--- src/rtl/seg_mon60.sv ---
// seg_mon60: decodes sampled 2-digit 7-seg display back to BCD/binary and checks mod-60 stepping (clk, clr async; sample, seg_g, seg_s in; bcd_g, bcd_s, value, valid, locked, pat_err, seq_err, err_cnt out)
module seg_mon60 #(
    parameter int LOCK_N = 2,
    parameter int ERR_W  = 8
) (
    input  logic             clk,
    input  logic             clr,
    input  logic             sample,
    input  logic [0:6]       seg_g,
    input  logic [0:6]       seg_s,
    output logic [3:0]       bcd_g,
    output logic [3:0]       bcd_s,
    output logic [5:0]       value,
    output logic             valid,
    output logic             locked,
    output logic             pat_err,
    output logic             seq_err,
    output logic [ERR_W-1:0] err_cnt
);
    typedef enum logic [1:0] {IDLE, ACQ, LOCKED} st_t;
    localparam logic [3:0] LN = 4'(LOCK_N);
    st_t st;
    logic [5:0] prev, v, succ;
    logic [3:0] acq_cnt, nxt;
    logic [4:0] dg, ds;
    logic good;
    function automatic logic [4:0] dec(input logic [0:6] p);
        case (p)
            7'b1111110: dec = 5'h10;
            7'b0110000: dec = 5'h11;
            7'b1101101: dec = 5'h12;
            7'b1111001: dec = 5'h13;
            7'b0110011: dec = 5'h14;
            7'b1011011: dec = 5'h15;
            7'b1011111: dec = 5'h16;
            7'b1110000: dec = 5'h17;
            7'b1111111: dec = 5'h18;
            7'b1111011: dec = 5'h19;
            default:    dec = 5'h00;
        endcase
    endfunction
    always_comb begin
        dg   = dec(seg_g);
        ds   = dec(seg_s);
        good = dg[4] & ds[4] & (ds[3:0] <= 4'd5);
        v    = 6'(ds[3:0]) * 6'd10 + 6'(dg[3:0]);
        succ = prev == 6'd59 ? 6'd0 : prev + 6'd1;
        nxt  = acq_cnt + 4'd1;
    end
    assign locked = st == LOCKED;
    always_ff @(posedge clk or posedge clr) begin
        if (clr) begin
            st      <= IDLE;
            prev    <= '0;
            acq_cnt <= '0;
            bcd_g   <= '0;
            bcd_s   <= '0;
            value   <= '0;
            valid   <= 1'b0;
            pat_err <= 1'b0;
            seq_err <= 1'b0;
            err_cnt <= '0;
        end else begin
            pat_err <= 1'b0;
            seq_err <= 1'b0;
            if (sample) begin
                valid <= good;
                if (!good) begin
                    pat_err <= 1'b1;
                    st      <= IDLE;
                    if (err_cnt != '1) err_cnt <= err_cnt + ERR_W'(1);
                end else begin
                    bcd_g <= dg[3:0];
                    bcd_s <= ds[3:0];
                    value <= v;
                    prev  <= v;
                    case (st)
                        IDLE: begin
                            st      <= ACQ;
                            acq_cnt <= '0;
                        end
                        ACQ: begin
                            acq_cnt <= v == succ ? nxt : 4'd0;
                            if (v == succ && nxt == LN) st <= LOCKED;
                        end
                        default: if (v != succ) begin
                            seq_err <= 1'b1;
                            st      <= ACQ;
                            acq_cnt <= '0;
                            if (err_cnt != '1) err_cnt <= err_cnt + ERR_W'(1);
                        end
                    endcase
                end
            end
        end
    end
endmodule

--- config.mk ---
export PLATFORM = sky130hd
export DESIGN_NAME = seg_mon60
export DESIGN_NICKNAME = d
export VERILOG_FILES = /design/src/rtl/seg_mon60.sv
export SDC_FILE = /design/constraint.sdc
export NUM_CORES = 1
export LEC_CHECK = 0
export CAP_MARGIN = 20
export CORE_MARGIN = 2
export CORE_UTILIZATION = 49
export CTS_BUF_LIST = sky130_fd_sc_hd__clkbuf_8
export DETAILED_ROUTE_END_ITERATION = 10
export GPL_TIMING_DRIVEN = 1
export PLACE_DENSITY = 0.89
export SLEW_MARGIN = 20
export SYNTH_ARGS = -nofsm -noshare
export SYNTH_HDL_FRONTEND = slang
export SYNTH_SLANG_ARGS = --single-unit
--- constraint.sdc ---
create_clock -name clk -period 2.3 [get_ports clk]
set_input_delay 0.345 -clock clk [delete_from_list [all_inputs] [get_ports clk]]
set_output_delay 0.345 -clock clk [all_outputs]
set_load 0.01 [all_outputs]
# ---- Yosys cells after proc, flatten, opt, wreduce, memory -nomap -nowiden
# Cells that the tools add are included.
dict set report word_totals {
  wordCells 76
  input_bits 17
  regBits 31
  out_inout_bits 26
}
dict set report classes {
  reduce_logical 8
  muxes 20
  n_addsub 4
  magnitude_cmp 1
  n_mul 1
  eq_ne 31
  bitwise 2
}
# op n
set op_table {}
lappend op_table {{equality test 7 bit, second input constant} 16}
lappend op_table {{case mux 5 bit (10 select lines)} 2}
lappend op_table {{two-way mux 8 bit} 4}
lappend op_table {{equality test 7 x 6 -> 1 bit, second input constant} 4}
lappend op_table {{AND reduction 3 bit} 3}
lappend op_table {{adder 8 x 1 -> 8 bit, second input constant} 1}
lappend op_table {{two-way mux 4 bit} 2}
lappend op_table {{inequality test 8 bit, second input constant} 1}
lappend op_table {{case mux 4 bit (2 select lines)} 1}
lappend op_table {{adder 6 x 1 -> 6 bit, second input constant} 1}
lappend op_table {{adder 6 x 4 -> 6 bit} 1}
lappend op_table {{equality test 6 bit} 1}
lappend op_table {{equality test 6 bit, second input constant} 1}
lappend op_table {{two-way mux 1 bit} 6}
lappend op_table {{two-way mux 2 bit} 3}
lappend op_table {{two-way mux 6 bit} 1}
lappend op_table {{inequality test 6 bit} 1}
lappend op_table {{multiplier 4 x 3 -> 5 bit, second input constant} 1}
lappend op_table {{adder 4 x 1 -> 4 bit, second input constant} 1}
lappend op_table {{equality test 4 x 2 -> 1 bit, second input constant} 1}
lappend op_table {{<= comparator 4 x 3 -> 1 bit, second input constant} 1}
lappend op_table {{inequality test 4 x 1 -> 1 bit, second input constant} 1}
lappend op_table {{case mux 2 bit (2 select lines)} 1}
lappend op_table {{inequality test 3 bit, second input constant} 1}
lappend op_table {{other kinds (10)} 11}

# ---- Logic depth before layout (Yosys ltp)
# Gate-level depths: netlist of run 1.
dict set report depth {
  depth_word 9
  depth_mapped 15
  mapped_depth_nobuf 14
}

# ---- Worst setup path after synthesis of run 1
# OpenSTA, ideal clock, no wires.
dict set report synth_path {
  kind {input to register}
  startpoint {input port seg_s[6] (netlist bit)}
  endpoint {register err_cnt[1]}
  arrival_ns 3.578
  required_time_ns 2.175
  path_stages 13
  n_path_buf 1
  setup_time_ns 0.125
  slack_ns -1.402
  cell_sequence {clkbuf_8 -> or4b_4 -> a2bb2o_4 -> or2_2 -> ha_1 -> ha_1 -> a21o_1 -> a21o_2 -> a211o_2 -> a21oi_1 -> o21ai_0 -> a31oi_2 -> mux2_2}
}
dict set report synth_between {
  elab_chain_len 7
  word_cells_on_any_way 21
  classes_between {add/sub: 1; mul: 1; order compare: 1; eq/ne: 13; mux: 2; bitwise: 2; reduce/logical: 1}
}
# element line_no
set synth_lines {}
lappend synth_lines {{start: declaration} 10} ;# input logic [0:6] seg_s,
lappend synth_lines {{equality test 7 bit or equality test 7 x 6 -> 1 bit (tied branches)} 28} ;# case (p)
lappend synth_lines {{case mux 5 bit (10 select lines) *} 28}
lappend synth_lines {{net ds[2]} 25} ;# logic [4:0] dg, ds;
lappend synth_lines {{multiplier 4 x 3 -> 5 bit} 46} ;# v = 6'(ds[3:0]) * 6'd10 + 6'(dg[3:0]);
lappend synth_lines {{adder 6 x 4 -> 6 bit} 46}
lappend synth_lines {{inequality test 6 bit} 86} ;# default: if (v != succ) begin
lappend synth_lines {{inequality test 2 x 1 -> 1 bit (no line)} -}
lappend synth_lines {{AND reduction 3 bit (no line)} -}
lappend synth_lines {{end signal: assignment} 71} ;# if (err_cnt != '1) err_cnt <= err_cnt + ERR_W'(1);
lappend synth_lines {{end signal: assignment} 90} ;# if (err_cnt != '1) err_cnt <= err_cnt + ERR_W'(1);
lappend synth_lines {{end: declaration} 18} ;# output logic [ERR_W-1:0] err_cnt
# Mark *: on every way through the listed nets, which the timed path passes. The rest lies on a longest branch.
# A chain may end at the register's enable or synchronous reset.

# ---- Final worst setup path of run 1
dict set report layout_path {
  startpoint {input port seg_s[5] (netlist bit)}
  endpoint {register err_cnt[5]}
}
# The elaborated chain is that of the path after synthesis.

==> out/metrics.cfg, run 1 <==
[sta]
min_period_ns = 3.317
tns_ns = -14.46
hold_violations = 0
finClkSkew_ns = 0.004542
grt_setup_unrepaired = yes
slew_headroom = 0.7380
report.final.slew_viol_count = 0
worst_slack_ns = -1.017
post-route-period-util = 1.442
max_freq_mhz = 301.5
finalSetupViolations = 17
tightest_slew_ns = 0.3930

[setup_path]
crit_path_frequent_cell = buf_6
worst-setup-path-type = input port to flip-flop
ff2ff_path_depth = 11
cp_data_required_time_ns = 2.47
cp_slowest_cell = or4b_4
crit_path_end_kind = flip-flop
cp.arrival_ns = 3.49
crit_cells = 16
reg2reg_slack_ns = -0.39
worstReg2RegEnd = acq_cnt[1]$_DFFE_PP0P_
path_cells = buf_6 > or4b_4 > a2bb2o_4 > or2_4 > ha_4 > ha_4 > a21o_1 > a21o_2 > a211o_4 > a21oi_4 > buf_6 > o21ai_4 > a31oi_4 > buf_6 > nor3_4 > xor2_1
worstSetupStartpointType = input port
crit_buf_inv = 3
cp_max_fo = 3
r2r-start = prev[1]$_DFFE_PP0P_
cp_top_family = compound AO/OA/AOI/OAI gates
cpPeakStageDelay_ns = 0.55

[detailed_routing]
route.detailed.drc = 0
dr.pass1.iters = 4
wire_per_inst_um = 18.52
drtAntennaViolNets = 0
drtIter0Drc = 94
via_per_inst = 5.927
vias = 2359
routed_wirelength_um = 7372

[global_route]
grt_antenna_before_repair = 0
grt_max_degree = 31
grtUsageTotal = 0.2696
grt_pass1_vias = 2312
grt_pass1_wl_um = 10980
grt_overflow = 0

[synth]
synth_xor_area_frac = 0.06674
synth-compound-area-share = 0.2181
synth.net_count = 266
synthDominantCellAreaShare = 0.3256
synth.area.mux_share = 0.05860
synth_area_leaders = dfrtp_1 (33%), mux2_2 (5.9%), ha_1 (5.4%)
yosysSeqAreaShare = 0.3256
synth_area_mm2 = 0.002306
synthDistinctLibCells = 68
netlist_instances = 238
avgSynthCellArea_um2 = 9.689
synthSimpleGateAreaFrac = 0.2284
synth_edf_count = 0
synth_top_family_by_area = simple AND/OR/NAND/NOR gates
ys.warnings.count = 0
synth_top_area_cell = dfrtp_1
synth_ff_type = dfrtp_1
synthAdderAreaFrac = 0.06294
async_flop_share = 1.000
synth_seq_cells = 30

[pwr]
p_per_area_mw_per_mm2 = 451.4
leakage_nw = 1.673
vdd_drop_max_uv = 534.1
p_total_mw = 1.636

[final_layout]
final_area_mm2 = 0.003625
final_common_cell = buf_4
layoutNonFillerInstCount = 398
drive_above_1_share = 0.4566
final_cell_mix = buf_4 (57), dfrtp_1 (30), clkdlybuf4s50_1 (28)
final_nets = 373
nFillCells = 261
syn2layout_area_growth_pct = 57.19
diodes = 0
postLayoutCoreUtil = 0.8156

[placement]
port_buffers = 42
placed_cell_area_mm2 = 0.003272
gp_congestion = 0.9053
dp.cells = 383
dp_hpwl_um = 4606

[floorplan]
boundaryPins = 43
die_w_um = 72.60
dieArea_mm2 = 0.005271
start_util = 0.5189
die_height_um = 72.60
coreArea_mm2 = 0.004444
num_rows = 24

[cts]
cts-root-buf = clkbuf_8
cts.sinks = 30
clkLatencyLatePin_ns = 0.29
path_clk_slew_ns = 0.06
numCtsBuffers = 5
cts_buffer_depth = 2
cts_hold_buf = 0
cts_tree = built
h-tree-depth = 2

[job]
cap_violations = 0

[outcome]
violations = negative setup slack
status = complete, but fails checks

[worst_hold_path]
hold_class = input port to async pin

worst register-to-register path, stage by stage (launching register included):
cell	delay (ns)
dfrtp_1	0.35
ha_1	0.25
nor2b_1	0.29
and2b_2	0.21
buf_4	0.13
a211oi_1	0.06
nor4_2	0.36
buf_4	0.21
o221ai_4	0.11
buf_6	0.17
or3_4	0.35
o21ai_2	0.13
kinds of logic (layout without fill, tap and decap cells):
group / after synthesis / in the layout
compound gates: 63 / 63
xor+xnor: 16 / 16
fa+ha+maj: 11 / 11
buf+inv: 16 / 124
flops: 30 / 30
mux: 12 / 12
simple gates: 90 / 90
power by group:
part	internal, mW	switching [mW]	total (mW)
clock network	0.237	0.209	0.445
logic	0.284	0.224	0.508
registers	0.591	0.0922	0.683
layout make-up:
class	instances	area [um^2]	area share
Multi-Input combinational cell	192	1758	0.4850
Sequential cell	30	750.7	0.2071
Clock buffer	6	82.58	0.02278
Clock inverter	2	8.758	0.002416
Tap cell	52	65.06	0.01795
Inverter	7	26.28	0.007249
Timing Repair Buffer	109	933.4	0.2575
per-layer routing:
layer	share of wire	wire length, um	vias up	track usage
met5	0	0	-	0
met4	0.041	302	0	0.1358
met3	0.043	319	30	0.05663
met2	0.54	3950	81	0.4778
met1	0.38	2799	1152	0.3051
li1	-	-	1096	-
sequential cells by signal (all words and copies together), names as in the netlist:
name and cells:
bcd_g 4, st 2, prev 5, acq_cnt 4, seq_err 1, bcd_s 4
valid 1, pat_err 1, err_cnt 8
worst max path at each step:
| stage | start | endpoint |
|---|---|---|
| 5_1_grt | seg_s[5] | err_cnt[5]$_DFFE_PP0P_ |
| 6_report | seg_s[5] | err_cnt[5]$_DFFE_PP0P_ |
| 4_1_cts | seg_s[3] | err_cnt[4]$_DFFE_PP0P_ |
| 2_1_floorplan | seg_s[5] | err_cnt[4]$_DFFE_PP0P_ |
| 3_5_place_dp | seg_g[1] | acq_cnt[0]$_DFFE_PP0P_ |
| 3_3_place_gp | seg_g[1] | err_cnt[5]$_DFFE_PP0P_ |
stage by stage:
stage / hold slack (ns) / worst slack, ns
floorplan: 0.4358 / -1.265
global placement: 0.4763 / -1.665
detailed placement: 0.4748 / -1.742
CTS: 0.4508 / -1.052
global route: 0.4970 / -1.073
finish: 0.4417 / -1.017
cells in the mapped netlist, types with 3 or more instances:
library cell / instances
a21oi_1: 11
nand3b_1: 4
nand2_1: 24
a21o_1: 4
buf_4: 3
mux2_2: 12
o21bai_1: 3
a22oi_1: 3
nand3_1: 15
inv_1: 7
dfrtp_1: 30
o21a_1: 5
nor2_1: 11
nor3_1: 4
o21ai_0: 14
xor2_1: 9
xnor2_1: 6
ha_1: 10
nor2b_1: 3
timing repair:
| item | 4_1_cts | 5_1_grt |
|---|---|---|
| gates cloned | 0 | 0 |
| resized for setup | 57 | 54 |
| setup endpoints to repair | 30 | 27 |
| setup buffers | 2 | 5 |
| pin swaps | 21 | 34 |
No activity file was read; power rests on OpenSTA's default activity.
==> inputs of run 2 (changes only) <==
--- a/config.mk
+++ b/config.mk
@@ -11,6 +11,7 @@
 export CTS_BUF_LIST = sky130_fd_sc_hd__clkbuf_8
 export DETAILED_ROUTE_END_ITERATION = 10
 export GPL_TIMING_DRIVEN = 1
+export HOLD_SLACK_MARGIN = 0.15
 export PLACE_DENSITY = 0.89
 export SLEW_MARGIN = 20
 export SYNTH_ARGS = -nofsm -noshare
==> results of run 2 <==
Final layout, timing and power as in run 1 (identical DEF).
==> inputs of run 3 (changes only) <==
--- a/config.mk
+++ b/config.mk
@@ -7,12 +7,12 @@
 export LEC_CHECK = 0
 export CAP_MARGIN = 20
 export CORE_MARGIN = 2
-export CORE_UTILIZATION = 49
-export CTS_BUF_LIST = sky130_fd_sc_hd__clkbuf_8
+export CORE_UTILIZATION = 48
 export DETAILED_ROUTE_END_ITERATION = 10
 export GPL_TIMING_DRIVEN = 1
 export HOLD_SLACK_MARGIN = 0.15
-export PLACE_DENSITY = 0.89
+export PLACE_DENSITY = 0.87
+export SKIP_LAST_GASP = 1
 export SLEW_MARGIN = 20
 export SYNTH_ARGS = -nofsm -noshare
 export SYNTH_HDL_FRONTEND = slang
==> run 3 against run 2 <==
The run still ends with negative setup slack left. Global-route usage is 2.2 points higher. Design area is 4.3% higher. Combinational power is 10% higher. Flip-flop and latch count stayed put. Setup slack worse by 0.12 ns. Power is 5.2% higher. Via count is 12% higher.
==> out/metrics.cfg, run 3 (same netlist as run 1, synthesis figures left out) <==
[sta]
hold_violations = 0  ; unchanged
report.final.slew_viol_count = 0  ; unchanged
finalSetupViolations = 23  ; was 17
post-route-period-util = 1.493  ; was 1.442
tns_ns = -16.64  ; was -14.46 ns
tightest_slew_ns = 0.4460  ; was 0.3930 ns
worst_slack_ns = -1.133  ; was -1.017 ns
max_freq_mhz = 291.3  ; was 301.5 MHz
finClkSkew_ns = 0.01121  ; was 0.004542 ns
slew_headroom = 0.7000  ; was 0.7380
grt_setup_unrepaired = yes  ; unchanged
min_period_ns = 3.433  ; was 3.317 ns

[global_route]
grt_antenna_before_repair = 0  ; unchanged
grt_pass1_vias = 2540  ; was 2312
grt_max_degree = 31  ; unchanged
grtUsageTotal = 0.2914  ; was 0.2696
grt_overflow = 0  ; unchanged
grt_pass1_wl_um = 12140  ; was 10980 um

[pwr]
vdd_drop_max_uv = 605.6  ; was 534.1 uV
p_per_area_mw_per_mm2 = 455.6  ; was 451.4 mW/mm^2
leakage_nw = 1.739  ; was 1.673 nW

[setup_path]
reg2reg_slack_ns = -0.61  ; was -0.39 ns
worst-setup-path-type = input port to flip-flop  ; unchanged
worstSetupStartpointType = input port  ; unchanged
cp_max_fo = 3  ; unchanged
r2r-start = prev[1]$_DFFE_PP0P_  ; unchanged
cp_data_required_time_ns = 2.47  ; about the same
cp.arrival_ns = 3.61  ; was 3.49 ns
ff2ff_path_depth = 11  ; unchanged
crit_path_end_kind = flip-flop  ; unchanged
worstReg2RegEnd = err_cnt[5]$_DFFE_PP0P_  ; was acq_cnt[1]$_DFFE_PP0P_

[final_layout]
regMostFlops = err_cnt  ; unchanged
nFillCells = 237  ; was 261
syn2layout_area_growth_pct = 63.92  ; was 57.19%
largest_reg_flops = 8  ; unchanged
diodes = 0  ; unchanged
final_cell_mix = buf_4 (66), dfrtp_1 (30), clkdlybuf4s50_1 (28)  ; was buf_4 (57), dfrtp_1 (30), clkdlybuf4s50_1 (28)
final_common_cell = buf_4  ; unchanged
drive_above_1_share = 0.4665  ; was 0.4566
final_area_mm2 = 0.003780  ; was 0.003625 mm^2
reg_top3 = err_cnt x8, prev x5  ; unchanged
postLayoutCoreUtil = 0.8056  ; was 0.8156
final_nets = 385  ; was 373

[floorplan]
start_util = 0.4915  ; was 0.5189
dieArea_mm2 = 0.005374  ; was 0.005271 mm^2
coreArea_mm2 = 0.004692  ; was 0.004444 mm^2
num_rows = 25  ; was 24
die_height_um = 73.31  ; was 72.60 um
boundaryPins = 43  ; unchanged
die_w_um = 73.31  ; was 72.60 um

[placement]
gp_congestion = 0.8498  ; was 0.9053
pre_cts_slack_ns = -1.757  ; was -1.742 ns
placed_cell_area_mm2 = 0.003304  ; was 0.003272 mm^2
port_buffers = 42  ; unchanged
dp_hpwl_um = 4629  ; was 4606 um

[detailed_routing]
vias = 2634  ; was 2359
drtAntennaViolNets = 0  ; unchanged
via_per_inst = 6.393  ; was 5.927
routed_wirelength_um = 8718  ; was 7372 um
wire_per_inst_um = 21.16  ; was 18.52 um
dr.pass1.iters = 4  ; unchanged
route.detailed.drc = 0  ; unchanged
drtIter0Drc = 236  ; was 94

[outcome]
status = complete, but fails checks  ; unchanged
violations = negative setup slack  ; unchanged

[cts]
clkLatencyLatePin_ns = 0.30  ; was 0.29 ns
cts_tree = built  ; unchanged
cts-root-buf = clkbuf_8  ; unchanged
h-tree-depth = 2  ; unchanged
cts_buffer_depth = 2  ; unchanged
cts_hold_buf = 0  ; unchanged
cts.sinks = 30  ; unchanged
path_clk_slew_ns = 0.08  ; was 0.06 ns
numCtsBuffers = 5  ; unchanged

[worst_hold_path]
hold_class = input port to async pin  ; unchanged

[job]
cap_violations = 0  ; unchanged

run 3: cell types whose count changed in the layout (fill, tap and decap cells not counted), sizes merged:
cell	previous run	this run
buf	75	85
clkbuf	11	8
clkdlybuf4s15	0	2
clkinvlp	0	1
dlygate4sd2	0	3
inv	8	7
run 3: layout make-up:
type / count / area [um^2] / share of cell area
clock inverters: 2 / 12.51 / 0.003310
flip-flops and latches: 30 / 750.7 / 0.1986
well taps: 54 / 67.56 / 0.01787
repair buffers: 121 / 1045 / 0.2764
multi-input cells: 192 / 1795 / 0.4750
inverters: 7 / 26.28 / 0.006951
clock buffers: 6 / 82.58 / 0.02185
run 3: worst max-delay path by stage:
| stage | slack [ns] | startpoint | end | cells after the start |
|---|---|---|---|---|
| 6_report | -1.13 | seg_g[1] | err_cnt[6]$_DFFE_PP0P_ | 16 |
| 5_1_grt | -1.25 | seg_g[1] | err_cnt[6]$_DFFE_PP0P_ | 16 |
| 4_1_cts | -1.06 | seg_s[6] | err_cnt[4]$_DFFE_PP0P_ | 14 |
| 3_5_place_dp | -1.76 | seg_g[4] | err_cnt[7]$_DFFE_PP0P_ | 16 |
| 3_3_place_gp | -1.61 | seg_g[1] | err_cnt[5]$_DFFE_PP0P_ | 16 |
| 2_1_floorplan | -1.26 | seg_s[5] | err_cnt[4]$_DFFE_PP0P_ | 14 |
run 3: report_power, final:
| part | switching [mW] | leakage (nW) | internal [mW] |
|---|---|---|---|
| clock | 0.232 | 0.0472 | 0.241 |
| combinational | 0.254 | 1.29 | 0.306 |
| sequential | 0.0992 | 0.403 | 0.590 |
| total | 0.585 | 1.74 | 1.14 |
run 3: critical path, stage by stage:
cell and delay (ns):
buf_6 0.10, buf_6 0.11, or3b_4 0.23, a21oi_4 0.05, o211ai_1 0.21, o31ai_2 0.13, ha_2 0.22, fa_2 0.40
a21o_1 0.24, a21o_2 0.21, a211o_4 0.35, and3_4 0.18, o221ai_4 0.24, and4_4 0.30, o211ai_1 0.12, xnor2_1 0.16
run 3: repair_timing:
item	4_1_cts	5_1_grt
pin swaps	32	27
resized for setup	72	31
setup buffers	9	8
hold endpoints to repair	0	0
endpoints found under the setup margin	29	29
run 3: metal layers:
metal	share of wire	global-route usage
met4	0.041	0.1152
met2	0.49	0.4935
met5	0	0
met1	0.40	0.3644
met3	0.068	0.05898
run 3: stage by stage:
step	instances	hold WS (ns)	total power, mW
2_1_floorplan	238	0.4358	0.8924
3_3_place_gp	389	0.4825	1.133
6_report	412	0.4198	1.722
5_1_grt	412	0.4805	1.788
4_1_cts	405	0.4380	1.665
3_5_place_dp	389	0.4882	1.159
==> RTL change: new RTL, settings of run 3 <==
`ERR_W`: 8 -> 10.
--- a/src/rtl/seg_mon60.sv
+++ b/src/rtl/seg_mon60.sv
@@ -1,7 +1,7 @@
 // seg_mon60: decodes sampled 2-digit 7-seg display back to BCD/binary and checks mod-60 stepping (clk, clr async; sample, seg_g, seg_s in; bcd_g, bcd_s, value, valid, locked, pat_err, seq_err, err_cnt out)
 module seg_mon60 #(
     parameter int LOCK_N = 2,
-    parameter int ERR_W  = 8
+    parameter int ERR_W  = 10
 ) (
     input  logic             clk,
     input  logic             clr,
Ports: changed (resized err_cnt); port bits go from 43 to 45. No check against the original RTL was run, so the function may have changed too.
==> RTL change against run 3 <==
- the run still ends with negative setup slack left
- die area down 8.1%
- area after synthesis is 8.5% lower
- worst setup slack better by 150 ps
- design area is 5.1% lower
- cell count shrank 0.97%
- wire length increased by 6.9%
- sequential cell count is 2 higher
- power is 15% higher
- largest cell class unchanged
- highest routed layer unchanged
==> RTL change: results (changes against run 3) <==
{
  "detail_route.wl_per_cell": {"value": 22.85, "unit": "um", "change": "+8.0%"},
  "grt_start_max_net_pins": {"value": 33, "change": "+6.5%"},
  "ys_types": {"value": 44, "change": "-35%"},
  "nets": {"value": 383, "change": "-0.52%"},
  "finalSetupViolCount": {"value": 19, "change": "-17%"},
  "placement.io_buffers": {"value": 44, "change": "+4.8%"},
  "htree_levels": {"value": 2, "change": "unchanged"},
  "antenna_violations_before_repair": {"value": 0, "change": "unchanged"},
  "vias_per_cell": {"value": 6.375, "change": "-0.28%"},
  "grt_usage": {"value": 33.37, "unit": "%", "change": "+4.2 points"},
  "pre_cts_slack": {"value": -1321, "unit": "ps", "change": "+435.8 ps"},
  "drt_pass1_iterations": {"value": 5, "change": "+1"},
  "critical_path_peak_fanout": {"value": 4, "change": "+1"},
  "drive_above_1_share": {"value": 39.89, "unit": "%", "change": "-6.8 points"},
  "holdCritPathClass": {"value": "primary input to async pin"},
  "reg_to_reg_startpoint": {"value": "bcd_g[0]"},
  "grt_first_pass_wirelength": {"value": 12730, "unit": "um", "change": "+4.8%"},
  "timing.critical_path.from": {"value": "seg_g[5]"},
  "hpwlAfterDp": {"value": 4393, "unit": "um", "change": "-5.1%"},
  "final_critical_path_setup_slack": {"value": -985.6, "unit": "ps", "change": "+147.1 ps"},
  "top_regs": {"value": "err_cnt (10), prev (5)"},
  "initialDrtViolationCount": {"value": 321, "change": "+36%"},
  "first_global_vias": {"value": 2486, "change": "-2.1%"},
  "post_synth_most_frequent_cells": {"value": "nand2_1, dfrtp_1, nor2_1"},
  "leakage_power": {"value": 1.648, "unit": "nW", "change": "-5.2%"},
  "largest_register_ff_count": {"value": 10, "change": "+2"},
  "portion_of_the_post_synthesis_area_used_by_sequential_elements": {"value": 37.96, "unit": "%", "change": "+5.4 points"},
  "clockRootBuffer": {"value": "clkbuf_8"},
  "place.gp.congestion": {"value": 0.8217, "change": "-3.3%"},
  "vdd_ir_drop_max": {"value": 0.6020, "unit": "mV", "change": "-0.60%"},
  "timing.clock.skew": {"value": 11.77, "unit": "ps", "change": "+0.5575 ps"},
  "violations_in_the_final_reports": {"value": "negative setup slack"},
  "ys_top_cells_by_area": {"value": "dfrtp_1, nand2_1, ha_1, xnor2_1, xor2_1"},
  "cp_data_arrival_time": {"value": 3470, "unit": "ps", "change": "-140 ps"},
  "synth.net_count": {"value": 271, "change": "+1.9%"},
  "n_fill_cell": {"value": 234, "change": "-1.3%"},
  "run_status": {"value": "finished, violations left"},
  "total_switching_power": {"value": 0.6933, "unit": "mW", "change": "+18%"},
  "worst_pin_slew": {"value": 408.7, "unit": "ps", "change": "-37.22 ps"},
  "cts_made_buffers": {"value": 5, "change": "unchanged"}
}
-- RTL change: per-stage QoR --
stage	utilization (%)	instance area, um^2	std cells	setup TNS (ps)	hold WS [ps]
floorplan	-	2196	243	-10150	461.2
finish	83.51	3586	408	-15990	430.7
detailed placement	71.01	3049	385	-31620	461.5
global placement	71.01	3049	385	-29200	463.3
global route	83.51	3586	408	-17050	468.1
CTS	79.95	3433	402	-8650	451.2
-- RTL change: logic make-up after synthesis --
group,after synthesis,synth area share (%)
simple gates,120,27.76
xor+xnor,24,9.964
flops,32,37.96
mux,4,2.194
buf+inv,14,2.847
compound gates,38,12.40
fa+ha+maj,11,6.880
-- RTL change: area by class of cell --
class | count | share of cell area [%]
clock buffers | 5 | 1.919
clock inverters | 3 | 1.186
inverters | 8 | 0.8374
multi-input cells | 197 | 45.57
flip-flops and latches | 32 | 22.33
well taps | 52 | 1.814
repair buffers | 111 | 26.34
-- RTL change: layer usage --
metal,track usage (%),up-vias,wire [um]
li1,-,1073,-
met1,39.50,1249,3452
met2,56.81,214,4514
met3,8.802,65,739
met4,14.32,0,614
met5,0,-,0
-- RTL change: path summary, 6_finish.rpt --
path / to / cells after the start
worst min register to register: bcd_g[2] / 2
worst max register to register: st[0] / 10
min in group clk: bcd_g[2] / 2
worst min-delay path: valid / 3
worst max-delay path: st[0] / 17
max in group asynchronous: prev[5] / 3
-- RTL change: critical path, stage by stage --
cell	delay, ps
buf_6	110
and3b_1	190
o21ai_2	180
a21oi_2	80
o21a_1	220
ha_4	190
fa_2	400
a21oi_4	190
nor2b_4	70
xnor2_2	160
xnor2_2	350
xnor2_2	170
buf_4	180
nor3_4	260
buf_6	160
o21a_1	160
nor3_2	50
-- RTL change: power groups by stage --
stage	sequential, mW	combinational [mW]	clock (mW)
after floorplan	0.770	0.208	0
after global placement	0.751	0.486	0
after detailed placement	0.756	0.512	0
after CTS	0.752	0.556	0.540
after global routing	0.778	0.681	0.572
final	0.775	0.658	0.556
-- RTL change: timing repair --
action	in CTS	in global routing
gates resized for setup	80	41
cloned	1	0
setup endpoints to repair	31	30
buffers inserted	8	6
pin swaps	19	26
